## src/rtl/router_pkt_tx_if.sv

```systemverilog
// Bus bundle for router_pkt_tx: request channel, payload channel and the
// byte stream towards the router.
//
// Handshake semantics: a request moves on a rising edge where req_valid and
// req_ready are both high. A payload byte moves on a rising edge where
// pl_valid and pl_ready are both high. A router byte moves on a rising edge
// where the transmitter presents it and busy is low; while busy is high the
// presented byte is held unchanged.
interface router_pkt_tx_if;
    logic       req_valid;
    logic       req_ready;
    logic [1:0] req_dest;
    logic [5:0] req_len;
    logic       req_err;
    logic       pl_valid;
    logic [7:0] pl_data;
    logic       pl_ready;
    logic       busy;
    logic       pkt_valid;
    logic [7:0] pkt_data;
    logic       done;

    // Requester / payload source / router side
    modport master (
        output req_valid, req_dest, req_len, pl_valid, pl_data, busy,
        input  req_ready, req_err, pl_ready, pkt_valid, pkt_data, done
    );

    // Transmitter side
    modport slave (
        input  req_valid, req_dest, req_len, pl_valid, pl_data, busy,
        output req_ready, req_err, pl_ready, pkt_valid, pkt_data, done
    );
endinterface

```

## src/rtl/router_pkt_tx.sv

```systemverilog
// Packet transmitter: buffers a payload, then sends header, payload and an
// XOR parity byte to a router with busy backpressure, followed by an idle gap.
// All bus outputs are registered and computed from the next state.
module router_pkt_tx #(
    parameter int GAP_CYCLES = 2
) (
    input  logic                  i_clk,
    input  logic                  i_rst,
    router_pkt_tx_if.slave        bus,
    output logic [2:0]            o_state
);
    typedef enum logic [2:0] {
        S_IDLE    = 3'd0,
        S_LOAD    = 3'd1,
        S_HEADER  = 3'd2,
        S_PAYLOAD = 3'd3,
        S_PARITY  = 3'd4,
        S_GAP     = 3'd5
    } state_t;

    state_t     r_state, w_state_next;
    logic [1:0] r_dest, w_dest;
    logic [5:0] r_len, w_len;
    logic [5:0] r_idx, w_idx;
    logic [3:0] r_gap, w_gap;
    logic [7:0] r_parity, w_parity;
    logic       r_req_ready, w_req_ready;
    logic       r_pl_ready, w_pl_ready;
    logic       r_pkt_valid, w_pkt_valid;
    logic [7:0] r_pkt_data, w_pkt_data;
    logic       r_req_err, w_req_err;
    logic       r_done, w_done;
    logic       w_wr_en;
    logic [7:0] r_buf [0:62];
    logic [7:0] w_hdr_in, w_hdr;

    assign w_hdr_in = {bus.req_len, bus.req_dest};
    assign w_hdr    = {r_len, r_dest};

    // Next-state, datapath and next-output logic
    always_comb begin
        w_state_next = r_state;
        w_dest       = r_dest;
        w_len        = r_len;
        w_idx        = r_idx;
        w_gap        = r_gap;
        w_parity     = r_parity;
        w_pkt_valid  = r_pkt_valid;
        w_pkt_data   = r_pkt_data;
        w_req_err    = 1'b0;
        w_done       = 1'b0;
        w_wr_en      = 1'b0;
        case (r_state)
            S_IDLE: begin
                if (bus.req_valid) begin
                    if (bus.req_dest == 2'd3 || bus.req_len == 6'd0) begin
                        w_req_err = 1'b1;
                    end else begin
                        w_dest       = bus.req_dest;
                        w_len        = bus.req_len;
                        w_parity     = w_hdr_in;
                        w_idx        = 6'd0;
                        w_state_next = S_LOAD;
                    end
                end
            end
            S_LOAD: begin
                if (bus.pl_valid && r_pl_ready) begin
                    w_wr_en  = 1'b1;
                    w_parity = r_parity ^ bus.pl_data;
                    if (r_idx == r_len - 6'd1) begin
                        w_idx        = 6'd0;
                        w_pkt_valid  = 1'b1;
                        w_pkt_data   = w_hdr;
                        w_state_next = S_HEADER;
                    end else begin
                        w_idx = r_idx + 6'd1;
                    end
                end
            end
            S_HEADER: begin
                if (!bus.busy) begin
                    w_idx        = 6'd0;
                    w_pkt_data   = r_buf[0];
                    w_state_next = S_PAYLOAD;
                end
            end
            S_PAYLOAD: begin
                if (!bus.busy) begin
                    if (r_idx == r_len - 6'd1) begin
                        w_pkt_valid  = 1'b0;
                        w_pkt_data   = r_parity;
                        w_state_next = S_PARITY;
                    end else begin
                        w_idx      = r_idx + 6'd1;
                        w_pkt_data = r_buf[r_idx + 6'd1];
                    end
                end
            end
            S_PARITY: begin
                if (!bus.busy) begin
                    w_done       = 1'b1;
                    w_pkt_data   = 8'h00;
                    w_gap        = 4'd0;
                    w_state_next = S_GAP;
                end
            end
            S_GAP: begin
                if (r_gap == 4'(GAP_CYCLES - 1)) begin
                    w_state_next = S_IDLE;
                end else begin
                    w_gap = r_gap + 4'd1;
                end
            end
            default: begin
                w_state_next = S_IDLE;
            end
        endcase
        w_req_ready = (w_state_next == S_IDLE);
        w_pl_ready  = (w_state_next == S_LOAD);
    end

    // State, control registers and registered outputs
    always_ff @(posedge i_clk) begin
        if (i_rst) begin
            r_state     <= S_IDLE;
            r_dest      <= 2'd0;
            r_len       <= 6'd0;
            r_idx       <= 6'd0;
            r_gap       <= 4'd0;
            r_parity    <= 8'h00;
            r_req_ready <= 1'b1;
            r_pl_ready  <= 1'b0;
            r_pkt_valid <= 1'b0;
            r_pkt_data  <= 8'h00;
            r_req_err   <= 1'b0;
            r_done      <= 1'b0;
        end else begin
            r_state     <= w_state_next;
            r_dest      <= w_dest;
            r_len       <= w_len;
            r_idx       <= w_idx;
            r_gap       <= w_gap;
            r_parity    <= w_parity;
            r_req_ready <= w_req_ready;
            r_pl_ready  <= w_pl_ready;
            r_pkt_valid <= w_pkt_valid;
            r_pkt_data  <= w_pkt_data;
            r_req_err   <= w_req_err;
            r_done      <= w_done;
        end
    end

    // Payload buffer write; contents survive reset
    always_ff @(posedge i_clk) begin
        if (w_wr_en) begin
            r_buf[r_idx] <= bus.pl_data;
        end
    end

    assign bus.req_ready = r_req_ready;
    assign bus.pl_ready  = r_pl_ready;
    assign bus.pkt_valid = r_pkt_valid;
    assign bus.pkt_data  = r_pkt_data;
    assign bus.req_err   = r_req_err;
    assign bus.done      = r_done;
    assign o_state       = r_state;
endmodule

```

## src/flat_wrapper.sv

```systemverilog
// flat-port wrapper written by rule: the top's interface ports become plain ports
module router_pkt_tx_flat 
#(
    parameter int GAP_CYCLES = 2
)
  (i_clk, i_rst, o_state, bus_req_valid, bus_req_dest, bus_req_len, bus_pl_valid, bus_pl_data, bus_busy, bus_req_ready, bus_req_err, bus_pl_ready, bus_pkt_valid, bus_pkt_data, bus_done);
  router_pkt_tx_if bus_i ();
  input  logic i_clk;
  input  logic i_rst;
  output logic [2:0] o_state;
  input wire logic [$bits(bus_i.req_valid)-1:0] bus_req_valid;
  input wire logic [$bits(bus_i.req_dest)-1:0] bus_req_dest;
  input wire logic [$bits(bus_i.req_len)-1:0] bus_req_len;
  input wire logic [$bits(bus_i.pl_valid)-1:0] bus_pl_valid;
  input wire logic [$bits(bus_i.pl_data)-1:0] bus_pl_data;
  input wire logic [$bits(bus_i.busy)-1:0] bus_busy;
  output wire logic [$bits(bus_i.req_ready)-1:0] bus_req_ready;
  output wire logic [$bits(bus_i.req_err)-1:0] bus_req_err;
  output wire logic [$bits(bus_i.pl_ready)-1:0] bus_pl_ready;
  output wire logic [$bits(bus_i.pkt_valid)-1:0] bus_pkt_valid;
  output wire logic [$bits(bus_i.pkt_data)-1:0] bus_pkt_data;
  output wire logic [$bits(bus_i.done)-1:0] bus_done;
  assign bus_i.req_valid = bus_req_valid;
  assign bus_i.req_dest = bus_req_dest;
  assign bus_i.req_len = bus_req_len;
  assign bus_i.pl_valid = bus_pl_valid;
  assign bus_i.pl_data = bus_pl_data;
  assign bus_i.busy = bus_busy;
  assign bus_req_ready = bus_i.req_ready;
  assign bus_req_err = bus_i.req_err;
  assign bus_pl_ready = bus_i.pl_ready;
  assign bus_pkt_valid = bus_i.pkt_valid;
  assign bus_pkt_data = bus_i.pkt_data;
  assign bus_done = bus_i.done;
  router_pkt_tx #(.GAP_CYCLES(GAP_CYCLES)) u_core (.i_clk(i_clk), .i_rst(i_rst), .bus(bus_i), .o_state(o_state));
endmodule
```

## config.mk

```make
export PLATFORM = sky130hd
export DESIGN_NAME = router_pkt_tx_flat
export DESIGN_NICKNAME = d
export VERILOG_FILES = /design/src/rtl/router_pkt_tx_if.sv /design/src/rtl/router_pkt_tx.sv /design/src/flat_wrapper.sv
export SDC_FILE = /design/constraint.sdc
export NUM_CORES = 1
export LEC_CHECK = 0
export BUFFER_PORTS_ARGS = -buffer_cell sky130_fd_sc_hd__buf_2
export CAP_MARGIN = 40
export CORE_MARGIN = 2
export CORE_UTILIZATION = 65
export CTS_CLUSTER_SIZE = 8
export DETAILED_ROUTE_END_ITERATION = 12
export GPL_TIMING_DRIVEN = 0
export HOLD_SLACK_MARGIN = 0.05
export PLACE_DENSITY = 0.83
export SKIP_CTS_REPAIR_TIMING = 1
export SYNTH_ARGS = -nofsm -noshare
export SYNTH_HDL_FRONTEND = slang
export SYNTH_SLANG_ARGS = --single-unit
```

## constraint.sdc

```tcl
create_clock -name i_clk -period 5.45 [get_ports i_clk]
set_input_delay 0.545 -clock i_clk [delete_from_list [all_inputs] [get_ports i_clk]]
set_output_delay 0.545 -clock i_clk [all_outputs]
set_load 0.005 [all_outputs]
```

==> impl_results.md <==
* Largest buffer count on any clock path at 3
* Placer Congestion at 0.953
* Startpoint Class: flip-flop
* Minimum clock period at 4.19 ns
* PwrDens at 370 nW/um^2
* CTS tree: built
* Achievable Freq at 0.239 GHz
* Critical path class: reg2reg
* Clk_skew at 0.0142 ns
* Share of cells above drive strength 1 at 15.8%
* Max-cap viol count at 0
* Static Leakage at 8.20 nW
* RSZ-0062 raised after global routing: false
* Post-Syn Area at 22200 sq um
* IO Count at 37
* Yosys reg bits at 546
* Vias in the first global route at 14200
* EDFF count, synth at 504
* Worst setup endpoint: u_core.bus.pkt_data[2]
* Root Driver: clkbuf_16
* Initial antenna violation count at 0
* Chip height at 189 um
* Synth area leader: edfxtp_1
* Port bufs at 36
* Ys async rst share at 0%
* # clock sinks at 546
* Pin count of the biggest net entering global routing at 50
* Fin. Hold Viols at 0
* Crit path max-delay family: compound AO/OA/AOI/OAI gates
* CP arrival at 4.64 ns
* CP cell instances: buf_2 > buf_2 > nand3_1 > xnor2_1 > buf_2 > a31oi_1 > a222oi_1 > o22ai_1 > a211oi_1 > o32ai_1
* Post-Syn Nets at 1456
* Avg WL per Cell at 29.3 um
* Syn. warnings at 0
* WP data required at 5.90 ns
* Post-Syn Instances at 1431
* Area delta synth->final at 14.2%
* Die width at 189 um
* Synth Flop Type: edfxtp_1
* Placement Rows at 67
* Worst slew margin at 36.7%
* Buffers & Inverters on Critical Path at 3
* Setup Total Neg Slack at 0 ns
* Post-synthesis sequential area ratio at 71.9%
* Drt first pass iters at 10
* Worst-path clk slew at 0.05 ns
* DRT iter0 DRCs at 1760
* H-tree depth at 3
* Core box area at 33600 sq um
* Dpl hpwl at 37200 um
* Most frequent cells in the layout: 504 x edfxtp_1, 178 x nand2_1, 124 x nor2_1
* WL final at 59400 um
* Layout Nets at 1588
* Clk_lat worst skew at 0.59 ns
* Worst Max-Slew Pin Slew at 0.947 ns
* Crit path max-delay cell type: a222oi_1
* Overall Global Routing Usage at 34.3%
* Final setup violation count at 0
* GRT overflow at 0
* Cell variety after synth at 66
* Tcrit/Tclk final at 76.9%
* DIE AREA at 35700 sq um
* Status: completed
* Placed cell area at 23200 sq um
* WP depth at 10
* Most common cell after layout, fill and taps aside: edfxtp_1
* Fin. max-slew vios at 0
* R2R cell count at 10
* Number of vias per cell at 6.93
* Syn_area_per_cell at 15.5 sq um
* TritonCTS Buffers at 78
* Reg2Reg Setup Slack at 1.26 ns
* Worst R2R End: u_core.bus.pkt_data[2]
* Crit. Startpoint: u_core.r_idx[0]
* Crit Path Max Fanout at 10
* Max incr delay on CP at 0.60 ns
* Hold crit path type: in2reg
* Routed Antenna Nets at 0
* Initial core utilization at 66.1%
* Maximum vdd drop at 0.309 mV
* Final Cell Area at 25400 sq um
* Top cell by count, worst path: buf_2
* DR vias at 14100
* Worst Setup End Kind: flip-flop
* Top cell type's share of synthesized area at 68.1%
* Top cells by area, synth: edfxtp_1 68%, mux4_2 6.2%, mux2i_1 4.0%, dfxtp_1 3.8%, nand2_1 3.0%
* Critical R2R Launch: u_core.r_idx[0]
* Residual DRC at 0
* Global-route wire length before repair at 88700 um
[registers in the layout (all words and copies together), names as in the netlist, 2 cells and up]
name,cells
u_core.r_idx,6
u_core.r_gap,4
u_core.r_buf,504
u_core.o_state,3
u_core.r_dest,2
u_core.r_len,6
u_core.bus.pkt_data,8
u_core.r_parity,8
[final cells by class]
class	instances	area [sq um]
timing repair buffer	52	430
clock inverter	4	63.8
clock buffer	93	2090
multi-input combinational	783	5800
fill	1913	8240
buffer	88	390
sequential	546	16000
tap	448	561
inverter	14	52.6
antenna	1	2.50
[layer usage]
layer	share of wire [%]	vias to the layer above	global-route usage [%]
li1	-	5813	-
met1	36	7019	44.3
met2	49	1023	56.3
met3	9.9	200	7.73
met4	4.6	0	15.7
met5	0	-	0
[worst min-delay path by stage]
stage	startpoint	endpoint	slack [ns]	depth (start not counted)
after floorplan	u_core.bus.pkt_data[0]	u_core.bus.pkt_data[0]	0.45	2
after global placement	u_core.bus.pkt_data[7]	u_core.bus.pkt_data[7]	0.44	2
after detailed placement	u_core.bus.pkt_data[3]	u_core.bus.pkt_data[3]	0.45	2
after CTS	i_rst	u_core.o_state[0]	0.19	2
after global routing	i_rst	u_core.o_state[0]	0.19	2
final	i_rst	u_core.o_state[0]	0.20	2
[cell usage after synthesis, types with 8 or more instances]
cell type,count
nor3b_1,8
a211oi_1,8
mux2i_1,89
nand2_1,178
o32ai_1,8
inv_1,14
xnor2_1,10
nor2b_1,13
a32oi_1,15
edfxtp_1,504
buf_1,10
nor2_1,124
a21oi_1,23
nand2b_1,16
mux4_2,61
buf_2,20
o211ai_1,8
dfxtp_1,42
clkbuf_1,53
a22oi_1,12
nand3_1,57
o21ai_0,15
a221oi_1,33
o22ai_1,8
[cells by family (layout without fill, tap and decap cells)]
group	after synthesis	after routing	share of synthesized area (%)
XOR/XNOR	17	17	0.670
multiplexers	157	157	10.5
flip-flops	546	546	71.9
other	0	1	0
buffers and inverters	102	251	1.99
AND/OR/NAND/NOR	428	428	8.47
AO/OA/AOI/OAI	177	177	6.20
adder cells (fa/ha/maj)	4	4	0.225
[report_power, final]
group	total [mW]	internal (mW)	switching [mW]
clock	4.37	2.70	1.67
sequential	4.60	4.59	0.0125
combinational	0.415	0.144	0.272
[through the flow]
step                instances  worst slack [ns]  hold slack [ns]  power [mW]  utilization (%)
floorplan                1431              2.86            0.451        4.90                -
global placement         1915              1.47            0.442        5.06             68.3
detailed placement       1929              1.55            0.448        5.09             69.0
CTS                      2026              1.43            0.186        9.39             75.4
global route             2028              1.21            0.193        9.60             75.5
finish                   2029              1.26            0.201        9.39             75.5
(Power assumes the default switching activity.)
